## config.mk

```make
export PLATFORM = sky130hd
export DESIGN_NAME = tvip_axi_sample_outstanding_limiter_flat
export DESIGN_NICKNAME = d
export VERILOG_FILES = /design/src/rtl/tvip_axi_sample_outstanding_limiter_if.sv /design/src/rtl/tvip_axi_sample_outstanding_limiter.sv /design/src/flat_wrapper.sv
export SDC_FILE = /design/constraint.sdc
export NUM_CORES = 1
export LEC_CHECK = 0
export CORE_MARGIN = 8
export CORE_UTILIZATION = 49
export CTS_BUF_LIST = sky130_fd_sc_hd__clkbuf_2
export DETAILED_ROUTE_END_ITERATION = 10
export GPL_TIMING_DRIVEN = 0
export PLACE_DENSITY = 0.92
export SLEW_MARGIN = 10
export SYNTH_ARGS = -nofsm -noshare
export SYNTH_HDL_FRONTEND = slang
export SYNTH_SLANG_ARGS = --single-unit
export TNS_END_PERCENT = 30
```

## constraint.sdc

```tcl
create_clock -name i_clk -period 4.4 [get_ports i_clk]
set_input_delay 1.32 -clock i_clk [delete_from_list [all_inputs] [get_ports i_clk]]
set_output_delay 1.32 -clock i_clk [all_outputs]
set_load 0.05 [all_outputs]
```

## src/rtl/tvip_axi_sample_outstanding_limiter_if.sv

```systemverilog
// Handshake-only bundle between the upstream delay stage, the outstanding
// limiter and the downstream slave model. Payloads never pass through here.
interface tvip_axi_sample_outstanding_limiter_if;
  // AW channel
  logic i_awvalid;
  logic o_awready;
  logic o_awvalid;
  logic i_awready;
  // B channel (observed only)
  logic i_bvalid;
  logic i_bready;
  // AR channel
  logic i_arvalid;
  logic o_arready;
  logic o_arvalid;
  logic i_arready;
  // R channel (observed only)
  logic i_rvalid;
  logic i_rready;
  logic i_rlast;

  // Limiter view: consumes upstream/downstream handshakes, drives gated ones.
  modport slave (
    input  i_awvalid, i_awready, i_bvalid, i_bready,
    input  i_arvalid, i_arready, i_rvalid, i_rready, i_rlast,
    output o_awready, o_awvalid, o_arready, o_arvalid
  );

  // Environment view: drives raw handshakes, observes gated ones.
  modport master (
    output i_awvalid, i_awready, i_bvalid, i_bready,
    output i_arvalid, i_arready, i_rvalid, i_rready, i_rlast,
    input  o_awready, o_awvalid, o_arready, o_arvalid
  );
endinterface

```

## src/rtl/tvip_axi_sample_outstanding_limiter.sv

```systemverilog
// Caps outstanding AXI write/read transactions by masking the AW/AR
// valid/ready pair once the registered outstanding count reaches its cap.
// Counts address acceptances against completions (B handshake, R last beat).
module tvip_axi_sample_outstanding_limiter #(
  parameter int MAX_WRITE_OUTSTANDING = 4,
  parameter int MAX_READ_OUTSTANDING  = 4,
  localparam int WCW = $clog2(MAX_WRITE_OUTSTANDING + 1),
  localparam int RCW = $clog2(MAX_READ_OUTSTANDING + 1)
) (
  input  logic                                i_clk,
  input  logic                                i_rst,
  input  logic                                i_enable,
  tvip_axi_sample_outstanding_limiter_if.slave bus,
  output logic [WCW-1:0]                      o_write_count,
  output logic [RCW-1:0]                      o_read_count,
  output logic                                o_write_underflow,
  output logic                                o_read_underflow
);

  localparam logic [WCW-1:0] WMAX = WCW'(MAX_WRITE_OUTSTANDING);
  localparam logic [RCW-1:0] RMAX = RCW'(MAX_READ_OUTSTANDING);
  localparam logic [WCW-1:0] WSAT = {WCW{1'b1}};
  localparam logic [RCW-1:0] RSAT = {RCW{1'b1}};

  logic [WCW-1:0] write_count_reg, write_count_next;
  logic [RCW-1:0] read_count_reg,  read_count_next;
  logic           write_underflow_reg, write_underflow_next;
  logic           read_underflow_reg,  read_underflow_next;

  logic aw_block, ar_block;
  logic aw_hs, b_hs, ar_hs, r_done;

  // Gating looks only at the registered counts, so a completion never
  // unblocks the address channel combinationally; it takes effect next cycle.
  always_comb begin
    aw_block      = i_enable & (write_count_reg >= WMAX);
    ar_block      = i_enable & (read_count_reg >= RMAX);
    bus.o_awvalid = bus.i_awvalid & ~aw_block;
    bus.o_awready = bus.i_awready & ~aw_block;
    bus.o_arvalid = bus.i_arvalid & ~ar_block;
    bus.o_arready = bus.i_arready & ~ar_block;
    aw_hs         = bus.o_awvalid & bus.i_awready;
    b_hs          = bus.i_bvalid & bus.i_bready;
    ar_hs         = bus.o_arvalid & bus.i_arready;
    r_done        = bus.i_rvalid & bus.i_rready & bus.i_rlast;
  end

  // Write count: saturating increment on acceptance, decrement on completion,
  // completion at zero is an underflow unless an acceptance arrives with it.
  always_comb begin
    write_count_next     = write_count_reg;
    write_underflow_next = write_underflow_reg;
    unique case ({aw_hs, b_hs})
      2'b10: if (write_count_reg != WSAT) write_count_next = write_count_reg + 1'b1;
      2'b01: begin
        if (write_count_reg == '0) write_underflow_next = 1'b1;
        else                       write_count_next     = write_count_reg - 1'b1;
      end
      2'b11: if (write_count_reg == '0) write_count_next = WCW'(1);
      default: ;
    endcase
  end

  // Read count: same rules, completion is the last R beat only.
  always_comb begin
    read_count_next     = read_count_reg;
    read_underflow_next = read_underflow_reg;
    unique case ({ar_hs, r_done})
      2'b10: if (read_count_reg != RSAT) read_count_next = read_count_reg + 1'b1;
      2'b01: begin
        if (read_count_reg == '0) read_underflow_next = 1'b1;
        else                      read_count_next     = read_count_reg - 1'b1;
      end
      2'b11: if (read_count_reg == '0) read_count_next = RCW'(1);
      default: ;
    endcase
  end

  // Count and sticky flag registers; reset clears them immediately.
  always_ff @(posedge i_clk or posedge i_rst) begin
    if (i_rst) begin
      write_count_reg     <= '0;
      read_count_reg      <= '0;
      write_underflow_reg <= 1'b0;
      read_underflow_reg  <= 1'b0;
    end else begin
      write_count_reg     <= write_count_next;
      read_count_reg      <= read_count_next;
      write_underflow_reg <= write_underflow_next;
      read_underflow_reg  <= read_underflow_next;
    end
  end

  // Status outputs straight from the registers.
  always_comb begin
    o_write_count     = write_count_reg;
    o_read_count      = read_count_reg;
    o_write_underflow = write_underflow_reg;
    o_read_underflow  = read_underflow_reg;
  end

endmodule
```

## src/flat_wrapper.sv

```systemverilog
// flat-port wrapper written by rule: the top's interface ports become plain ports
module tvip_axi_sample_outstanding_limiter_flat 
#(
  parameter int MAX_WRITE_OUTSTANDING = 4,
  parameter int MAX_READ_OUTSTANDING  = 4,
  localparam int WCW = $clog2(MAX_WRITE_OUTSTANDING + 1),
  localparam int RCW = $clog2(MAX_READ_OUTSTANDING + 1)
)
  (i_clk, i_rst, i_enable, o_write_count, o_read_count, o_write_underflow, o_read_underflow, bus_i_awvalid, bus_i_awready, bus_i_bvalid, bus_i_bready, bus_i_arvalid, bus_i_arready, bus_i_rvalid, bus_i_rready, bus_i_rlast, bus_o_awready, bus_o_awvalid, bus_o_arready, bus_o_arvalid);
  tvip_axi_sample_outstanding_limiter_if bus_i ();
  input  logic i_clk;
  input  logic i_rst;
  input  logic i_enable;
  output logic [WCW-1:0] o_write_count;
  output logic [RCW-1:0] o_read_count;
  output logic o_write_underflow;
  output logic o_read_underflow;
  input wire logic [$bits(bus_i.i_awvalid)-1:0] bus_i_awvalid;
  input wire logic [$bits(bus_i.i_awready)-1:0] bus_i_awready;
  input wire logic [$bits(bus_i.i_bvalid)-1:0] bus_i_bvalid;
  input wire logic [$bits(bus_i.i_bready)-1:0] bus_i_bready;
  input wire logic [$bits(bus_i.i_arvalid)-1:0] bus_i_arvalid;
  input wire logic [$bits(bus_i.i_arready)-1:0] bus_i_arready;
  input wire logic [$bits(bus_i.i_rvalid)-1:0] bus_i_rvalid;
  input wire logic [$bits(bus_i.i_rready)-1:0] bus_i_rready;
  input wire logic [$bits(bus_i.i_rlast)-1:0] bus_i_rlast;
  output wire logic [$bits(bus_i.o_awready)-1:0] bus_o_awready;
  output wire logic [$bits(bus_i.o_awvalid)-1:0] bus_o_awvalid;
  output wire logic [$bits(bus_i.o_arready)-1:0] bus_o_arready;
  output wire logic [$bits(bus_i.o_arvalid)-1:0] bus_o_arvalid;
  assign bus_i.i_awvalid = bus_i_awvalid;
  assign bus_i.i_awready = bus_i_awready;
  assign bus_i.i_bvalid = bus_i_bvalid;
  assign bus_i.i_bready = bus_i_bready;
  assign bus_i.i_arvalid = bus_i_arvalid;
  assign bus_i.i_arready = bus_i_arready;
  assign bus_i.i_rvalid = bus_i_rvalid;
  assign bus_i.i_rready = bus_i_rready;
  assign bus_i.i_rlast = bus_i_rlast;
  assign bus_o_awready = bus_i.o_awready;
  assign bus_o_awvalid = bus_i.o_awvalid;
  assign bus_o_arready = bus_i.o_arready;
  assign bus_o_arvalid = bus_i.o_arvalid;
  tvip_axi_sample_outstanding_limiter #(.MAX_WRITE_OUTSTANDING(MAX_WRITE_OUTSTANDING), .MAX_READ_OUTSTANDING(MAX_READ_OUTSTANDING)) u_core (.i_clk(i_clk), .i_rst(i_rst), .i_enable(i_enable), .bus(bus_i), .o_write_count(o_write_count), .o_read_count(o_read_count), .o_write_underflow(o_write_underflow), .o_read_underflow(o_read_underflow));
endmodule
```

; After elaboration in Yosys (flattened, before gate mapping)
; Cells that the tools add are included.
[op_classes]
addsub = 4
order_cmp = 2
eq_ne = 14
mux = 8
bitwise_logic = 13
n_reduce_logical = 8
[op_table]
columns = cell, count
row1 = 2-to-1 mux 3 bit, 6
row2 = case mux 3 bit (3 select lines), 2
row3 = AND 1 bit, 11
row4 = equality test 2 bit (second input constant), 4
row5 = inequality test 2 x 1 -> 1 bit (second input constant), 4
row6 = AND reduction 4 bit, 2
row7 = adder 3 x 1 -> 3 bit (second input constant), 2
row8 = greater-or-equal comparator 3 bit (second input constant), 2
row9 = zero test 3 bit, 2
row10 = inequality test 3 bit (second input constant), 2
row11 = nonzero test 3 bit, 2
row12 = subtractor 3 x 1 -> 3 bit (second input constant), 2
row13 = equality test 2 x 1 -> 1 bit (second input constant), 2
row14 = inequality test 2 bit (second input constant), 2
row15 = AND reduction 2 bit, 2
row16 = NOT 1 bit, 2
[word_totals]
reg_bits = 8
out_inout_bits = 12
word_cells = 53

; Depth between registers and ports, before layout
[depth]
ltp_word = 8
mapped_depth = 8
depth_no_buf = 8

; Least setup slack after synthesis
; OpenSTA, ideal clock, no wires.
[synth_timing]
path_type = input to output
startpoint = input port bus_i_arvalid
endpoint = output port bus_o_arvalid
arrival_time_ps = 2459
path_slack_ps = 621
stages = 1
path_buffers = 0
cell_sequence = a21boi_0
[synth_via]
elab_chain_cells = 1
[synth_rtl]
columns = item, line
row1 = start: declaration, flat_wrapper.sv:22  ; input wire logic [$bits(bus_i.i_arvalid)-1:0] bus_i_arvalid;
row2 = AND 1 bit, tvip_axi_sample_outstanding_limiter.sv:40  ; bus.o_arvalid = bus.i_arvalid & ~ar_block;
row3 = end: declaration, flat_wrapper.sv:30  ; output wire logic [$bits(bus_i.o_arvalid)-1:0] bus_o_arvalid;
; Every way passes these cells.

; Worst setup path after layout
[layout_timing]
startpoint = input port i_enable
endpoint = output port bus_o_awvalid
[layout_via]
elab_chain_cells = 3
[layout_rtl]
columns = item, line
row1 = start: declaration, flat_wrapper.sv:13  ; input logic i_enable;
row2 = AND 1 bit, tvip_axi_sample_outstanding_limiter.sv:36  ; aw_block = i_enable & (write_count_reg >= WMAX);
row3 = NOT 1 bit, tvip_axi_sample_outstanding_limiter.sv:38  ; bus.o_awvalid = bus.i_awvalid & ~aw_block;
row4 = AND 1 bit, tvip_axi_sample_outstanding_limiter.sv:38
row5 = end: declaration, flat_wrapper.sv:28  ; output wire logic [$bits(bus_i.o_awvalid)-1:0] bus_o_awvalid;
; Every way passes these cells.

==> flow_summary_export.csv <==
group,metric,value,unit
run_status,outcome,"complete, no violations",
routing,postRouteAntennaNets,0,
logic_synthesis,yosysWarnings,0,
power_and_ir_drop,p_leak,0.000387,µW
floorplan,dieHeight,53.7,µm
timing,fmax,231,MHz
logic_synthesis,avgSynthCellArea,8.62,µm²
critical_path,critPathArrivalTime,3000,ps
timing,slew_headroom,65.5,%
critical_path,crit_top_cell,"clkdlybuf4s50_1",
timing,rsz0062_at_grt,"false",
routing,drc,0,
logic_synthesis,yosysSeqAreaShare,28.7,%
grt,antenna_found_initial,0,
logic_synthesis,synth_area,698,µm²
clock_tree,post_cts_buffers,0,
clock_tree,clk_path_buf_depth,2,
critical_path,cp_top_family,"buffers and inverters",
critical_path,start_kind,"input port",
grt,grt_pass1_vias,783,
power_and_ir_drop,peakVddDrop,0.297,mV
timing,report.final.slew_viol_count,0,
cells_and_area,final_util,73.0,%
logic_synthesis,syn-instance-count,81,
clock_tree,clockRootBuffer,"clkbuf_2",
cells_and_area,multi_input_area,454,µm²
cells_and_area,layout-drive-gt1-share,10.3,%
place,hpwl,1540,µm
critical_path,worstPathCellList,"clkdlybuf4s50_1 -> a21bo_4 -> inv_4 -> clkdlybuf4s50_1",
power_and_ir_drop,power_density,723,nW/µm²
timing,fin_skew,0.278,ps
floorplan,die_w,53.7,µm
timing,worst_pin_slew,516,ps
routing,dr.pass1.iters,4,
floorplan,num_rows,13,
routing,drt_iter0_drc,32,
cells_and_area,nFillCells,112,
clock_tree,cts.hold.buffers_added,0,
timing,setup_tns,0,ps
hold_path,min-delay-start,"u_core.o_read_underflow",
flow_run,max_cap_violations,0,
clock_tree,cts_buffers,3,
cells_and_area,antenna_cells,0,
grt,grt_overflow,0,
cells_and_area,fin_nets,123,
critical_path,crit_type,"in2out",
logic_synthesis,synth_edf_count,0,
floorplan,dieArea,2890,µm²
critical_path,worstPathRequired,3080,ps
critical_path,timing.rr.start,"u_core.o_read_count[2]",
logic_synthesis,synthArstFlopShare,100,%
logic_synthesis,ys.flop_type,"dfrtp_1",
logic_synthesis,ys_ff_latch,8,
floorplan,io_pins,24,
routing,post_drt_wl_per_cell,16.3,µm
place,preCtsSetupSlack,76.0,ps
timing,final-hold-violation-count,0,
timing,finalCriticalPeriod,4320,ps
routing,routed_wl,1980,µm
clock_tree,clock_sinks,8,
timing,worst_slack,79.4,ps
cells_and_area,syn_to_final_growth,37.8,%
clock_tree,post_cts_resized,0,
timing,fin_crit_sh,98.2,%
grt,grt_max_degree,11,
place,port_buffers,23,
critical_path,crit_path_max_fanout,5,
timing,setup_viol,0,
hold_path,hold_class,"reg2reg",
clock_tree,cts_tree,"done",
cells_and_area,final-seq-area,200,µm²
clock_tree,clock_latency,230,ps
logic_synthesis,yosys.cell_types.count,37,
grt,track_usage,15.5,%
grt,grt_pass1_wl,3420,µm
critical_path,max_stage_delay,810,ps
clock_tree,clkTransAtPathRegs,70,ps
critical_path,cp-startpoint,"i_enable",
place,gp_congestion,0.869,
logic_synthesis,syn_nets,95,
clock_tree,cts_max_level,1,
critical_path,critPathSlowestCell,"clkdlybuf4s50_1",
critical_path,timing.critical_path.buf_inv,3,
routing,num_vias,767,
critical_path,crit_path_end_kind,"primary output",
floorplan,initial_core_util,53.0,%
routing,vias_per_cell,6.29,
floorplan,core_area,1320,µm²
[routing by layer]
metal	up-vias	track usage [%]	part of all wire, %	routed length, µm
met2	36	25.9	47	935
met5	-	0	0	0
met1	356	17.8	43	861
li1	369	-	-	-
met4	0	8.82	2.4	48
met3	6	3.31	7.0	138
[flip-flops by register name, indices dropped and copies added, names as in the netlist]
name,flops
u_core.o_write_underflow,1
u_core.o_read_count,3
u_core.o_write_count,3
u_core.o_read_underflow,1
[cell usage after synthesis, types with 2 or more instances]
master	count	share of area (%)
nor3_1	2	1.4
a211oi_1	4	4.3
nand2_1	3	1.6
a21boi_0	2	2.1
a221oi_1	2	2.5
a21o_1	2	2.1
o21ai_0	7	5.0
o32ai_1	2	2.5
nand3_1	4	2.9
clkbuf_1	2	1.1
nor2_1	2	1.1
inv_1	7	3.8
o22ai_1	2	1.8
a21oi_1	8	5.7
and2_1	2	1.8
dfrtp_1	8	29
nand4_1	2	1.8
[cell type report]
cell class | count | share of cell area (%)
inverter | 9 | 3.77
clock buffer | 3 | 1.56
tap | 15 | 1.95
buffer | 2 | 0.780
timing repair buffer | 23 | 23.9
sequential | 8 | 20.8
multi-input combinational | 62 | 47.2
[kinds of logic (layout without fill, tap and decap cells)]
family	count (synthesis)	count (layout)	synth area share, %
DFF	8	8	28.7
buffers and inverters	11	37	6.27
xor gates and xnor gates	1	1	1.25
adders and majority gates	2	2	4.66
AOI/OAI and AO/OA	41	41	45.2
and+or+nand+nor	18	18	14.0
[final timing paths]
check,end,slack [ps],cells after the start
setup / recovery,bus_o_awvalid,80,4
hold / removal,u_core.o_read_underflow,460,1
setup reg to reg,u_core.o_read_count[1],2230,8
hold reg to reg,u_core.o_read_underflow,460,1
max in group asynchronous,u_core.o_read_count[2],2850,2
min in group asynchronous,u_core.o_write_underflow,1330,2
[power by group]
group / switching, µW / leakage, µW / total [µW] / internal, µW
logic: 305 / 0.000281 / 493 / 188
clock network: 24.3 / 0.0000125 / 42.9 / 18.6
registers: 51.3 / 0.0000934 / 160 / 109
[through the flow]
stage | instances | hold slack [ps] | total power (µW) | instance area, µm²
after detailed placement | 119 | 443 | 648 | 947
after floorplan | 81 | 764 | 501 | 698
after global placement | 119 | 439 | 633 | 947
after global routing | 122 | 500 | 740 | 962
after CTS | 122 | 460 | 694 | 962
final | 122 | 460 | 696 | 962
[layout by cell type, fill, tap and decap left out, types with 2 or more instances in the layout]
master,n
clkdlybuf4s50_1,23
a21oi_1,8
dfrtp_1,8
inv_1,7
o21ai_0,7
a211oi_1,4
nand3_1,4
nand2_1,3
clkbuf_2,3
nor3_1,2
clkbuf_1,2
nor2_1,2
nand4_1,2
a21o_1,2
and2_1,2
a221oi_1,2
o22ai_1,2
a21boi_0,2
o32ai_1,2
Note: power is estimated with default switching activity, not from simulation.
==> patch, RTL diff (same flow settings) <==
Register the output `o_write_underflow`, with the module's reset; this adds one clock of latency there. The other outputs are not delayed to match.
--- a/src/rtl/tvip_axi_sample_outstanding_limiter.sv
+++ b/src/rtl/tvip_axi_sample_outstanding_limiter.sv
@@ -21,6 +21,8 @@
   localparam logic [RCW-1:0] RMAX = RCW'(MAX_READ_OUTSTANDING);
   localparam logic [WCW-1:0] WSAT = {WCW{1'b1}};
   localparam logic [RCW-1:0] RSAT = {RCW{1'b1}};
+
+  logic o_write_underflow_d;
 
   logic [WCW-1:0] write_count_reg, write_count_next;
   logic [RCW-1:0] read_count_reg,  read_count_next;
@@ -95,8 +97,16 @@
   always_comb begin
     o_write_count     = write_count_reg;
     o_read_count      = read_count_reg;
-    o_write_underflow = write_underflow_reg;
+    o_write_underflow_d = write_underflow_reg;
     o_read_underflow  = read_underflow_reg;
   end
 
+  always_ff @(posedge i_clk or posedge i_rst) begin
+    if (i_rst) begin
+      o_write_underflow <= '0;
+    end else begin
+      o_write_underflow <= o_write_underflow_d;
+    end
+  end
+
 endmodule
Formal check against the unedited RTL: not equivalent (a bounded check fails within 4 cycles, from zero or initial values and one cycle with i_rst high).
==> patch against the original RTL <==
- non-clock buffer count is 2 higher
- sequential cell count up 1
- final area up 7.4%
- worst setup slack improved by 0.0076 ns
- power shrank 6.2%
- wire length rose by 4.1%
- clock skew is 0.00066 ns higher
- synthesized area increased by 9.3%
- clock power increased by 22%
- critical path type unchanged
- critical endpoint is now bus_o_awready
==> patch: results (changes against the original RTL) <==
Run status
  – Outcome: finished clean (unchanged)

Placement
  – DP HPWL: 1690 µm (was 1540 µm)
  – Routability cong.: 0.953 (was 0.869)
  – Area after DPL: 1010 µm² (was 947 µm²)

Pwr
  – Clock network fraction of design power: 0.080 (was 0.062)
  – Comb power frac: 0.678 (was 0.708)
  – Peak supply drop: 0.296 mV (was 0.297 mV)
  – Psw: 0.339 mW (was 0.381 mW)

Layout
  – Fillers: 123 (was 112)
  – Share of layout cells above drive strength 1: 0.161 (was 0.103)

Synth
  – Post-synth top cells: dfrtp_1 (9), inv_1 (9), a21oi_1 (6) (was a21oi_1 (8), dfrtp_1 (8), inv_1 (7), o21ai_0 (7))
  – Post-Syn Nets: 99 (was 95)
  – Sequential fraction of the synthesis area: 0.295 (was 0.287)
  – Synth cell types: 43 (was 37)

Critical path
  – Worst reg-to-reg path cell count: 9 (was 8)
  – Reg2reg setup slack: 2.20 ns (was 2.23 ns)
  – Worst R2R Start: u_core.o_write_count[2]$_DFFE_PP0P_ (was u_core.o_read_count[2]$_DFFE_PP0P_)
  – Worst EP arrival: 2.99 ns (was 3.00 ns)
  – R2R Path End: u_core.o_write_count[1]$_DFFE_PP0P_ (was u_core.o_read_count[1]$_DFFE_PP0P_)

Min path
  – Hold Path Sink: u_core.o_write_underflow$_DFF_PP0_ (was u_core.o_read_underflow$_DFFE_PP0P_)
  – Hold_sp: u_core.o_write_underflow_d$_DFFE_PP0P_ (was u_core.o_read_underflow$_DFFE_PP0P_)
  – Depth of the worst hold-timing path: 0 (was 1)

Timing
  – Worst-margin pin slew: 0.541 ns (was 0.516 ns)
  – Worst Skew: 0.000936 ns (was 0.000278 ns)

Global route
  – Vias in the first global route: 796 (was 783)
  – First-pass GRT wire length: 3550 µm (was 3420 µm)

Detailed routing
  – Vias: 777 (was 767)
==> patch: final cells by class <==
class | count | area share
Multi-Input combinational cell | 61 | 0.447
Inverter | 11 | 0.0424
Timing Repair Buffer | 23 | 0.223
Clock buffer | 4 | 0.0194
Tap cell | 16 | 0.0194
Buffer | 4 | 0.0315
Sequential cell | 9 | 0.218
==> patch: worst max path at each step <==
stage                  startpoint             to  cells past startpoint
floorplan           bus_i_arvalid  bus_o_arvalid                      1
finish                   i_enable  bus_o_awready                      4
global placement         i_enable  bus_o_awready                      4
detailed placement       i_enable  bus_o_awready                      4
CTS                      i_enable  bus_o_awready                      4
global route        bus_i_awvalid  bus_o_awvalid                      4
==> patch: kinds of logic after synthesis <==
family                   synth area share
buffers and inverters               0.100
AO/OA/AOI/OAI                       0.431
AND/OR/NAND/NOR                     0.120
adder cells (fa/ha/maj)            0.0426
XOR/XNOR                           0.0115
flip-flops                          0.295
==> patch: through the flow <==
stage / instances / total power [mW] / worst slack, ns / utilization / hold WS [ns]
final: 128 / 0.653 / 0.0870 / 0.694 / 0.403
after global routing: 128 / 0.695 / 0.0202 / 0.694 / 0.408
after CTS: 128 / 0.653 / 0.0801 / 0.694 / 0.396
after detailed placement: 124 / 0.600 / 0.0813 / 0.681 / 0.373
after global placement: 124 / 0.585 / 0.104 / 0.681 / 0.371
after floorplan: 85 / 0.467 / 0.621 / - / 0.355
==> patch: per-layer routing <==
layer | share of wire | vias up | global-route usage
met4 | 0 | 0 | 0.0317
met5 | 0 | - | 0
met3 | 0.047 | 0 | 0.0297
met2 | 0.50 | 27 | 0.218
li1 | - | 381 | -
met1 | 0.46 | 369 | 0.171
==> patch: critical path, cell delays in order <==
cell	delay [ns]
clkdlybuf4s50_1	0.52
a21bo_4	0.29
inv_4	0.07
clkdlybuf4s50_1	0.79
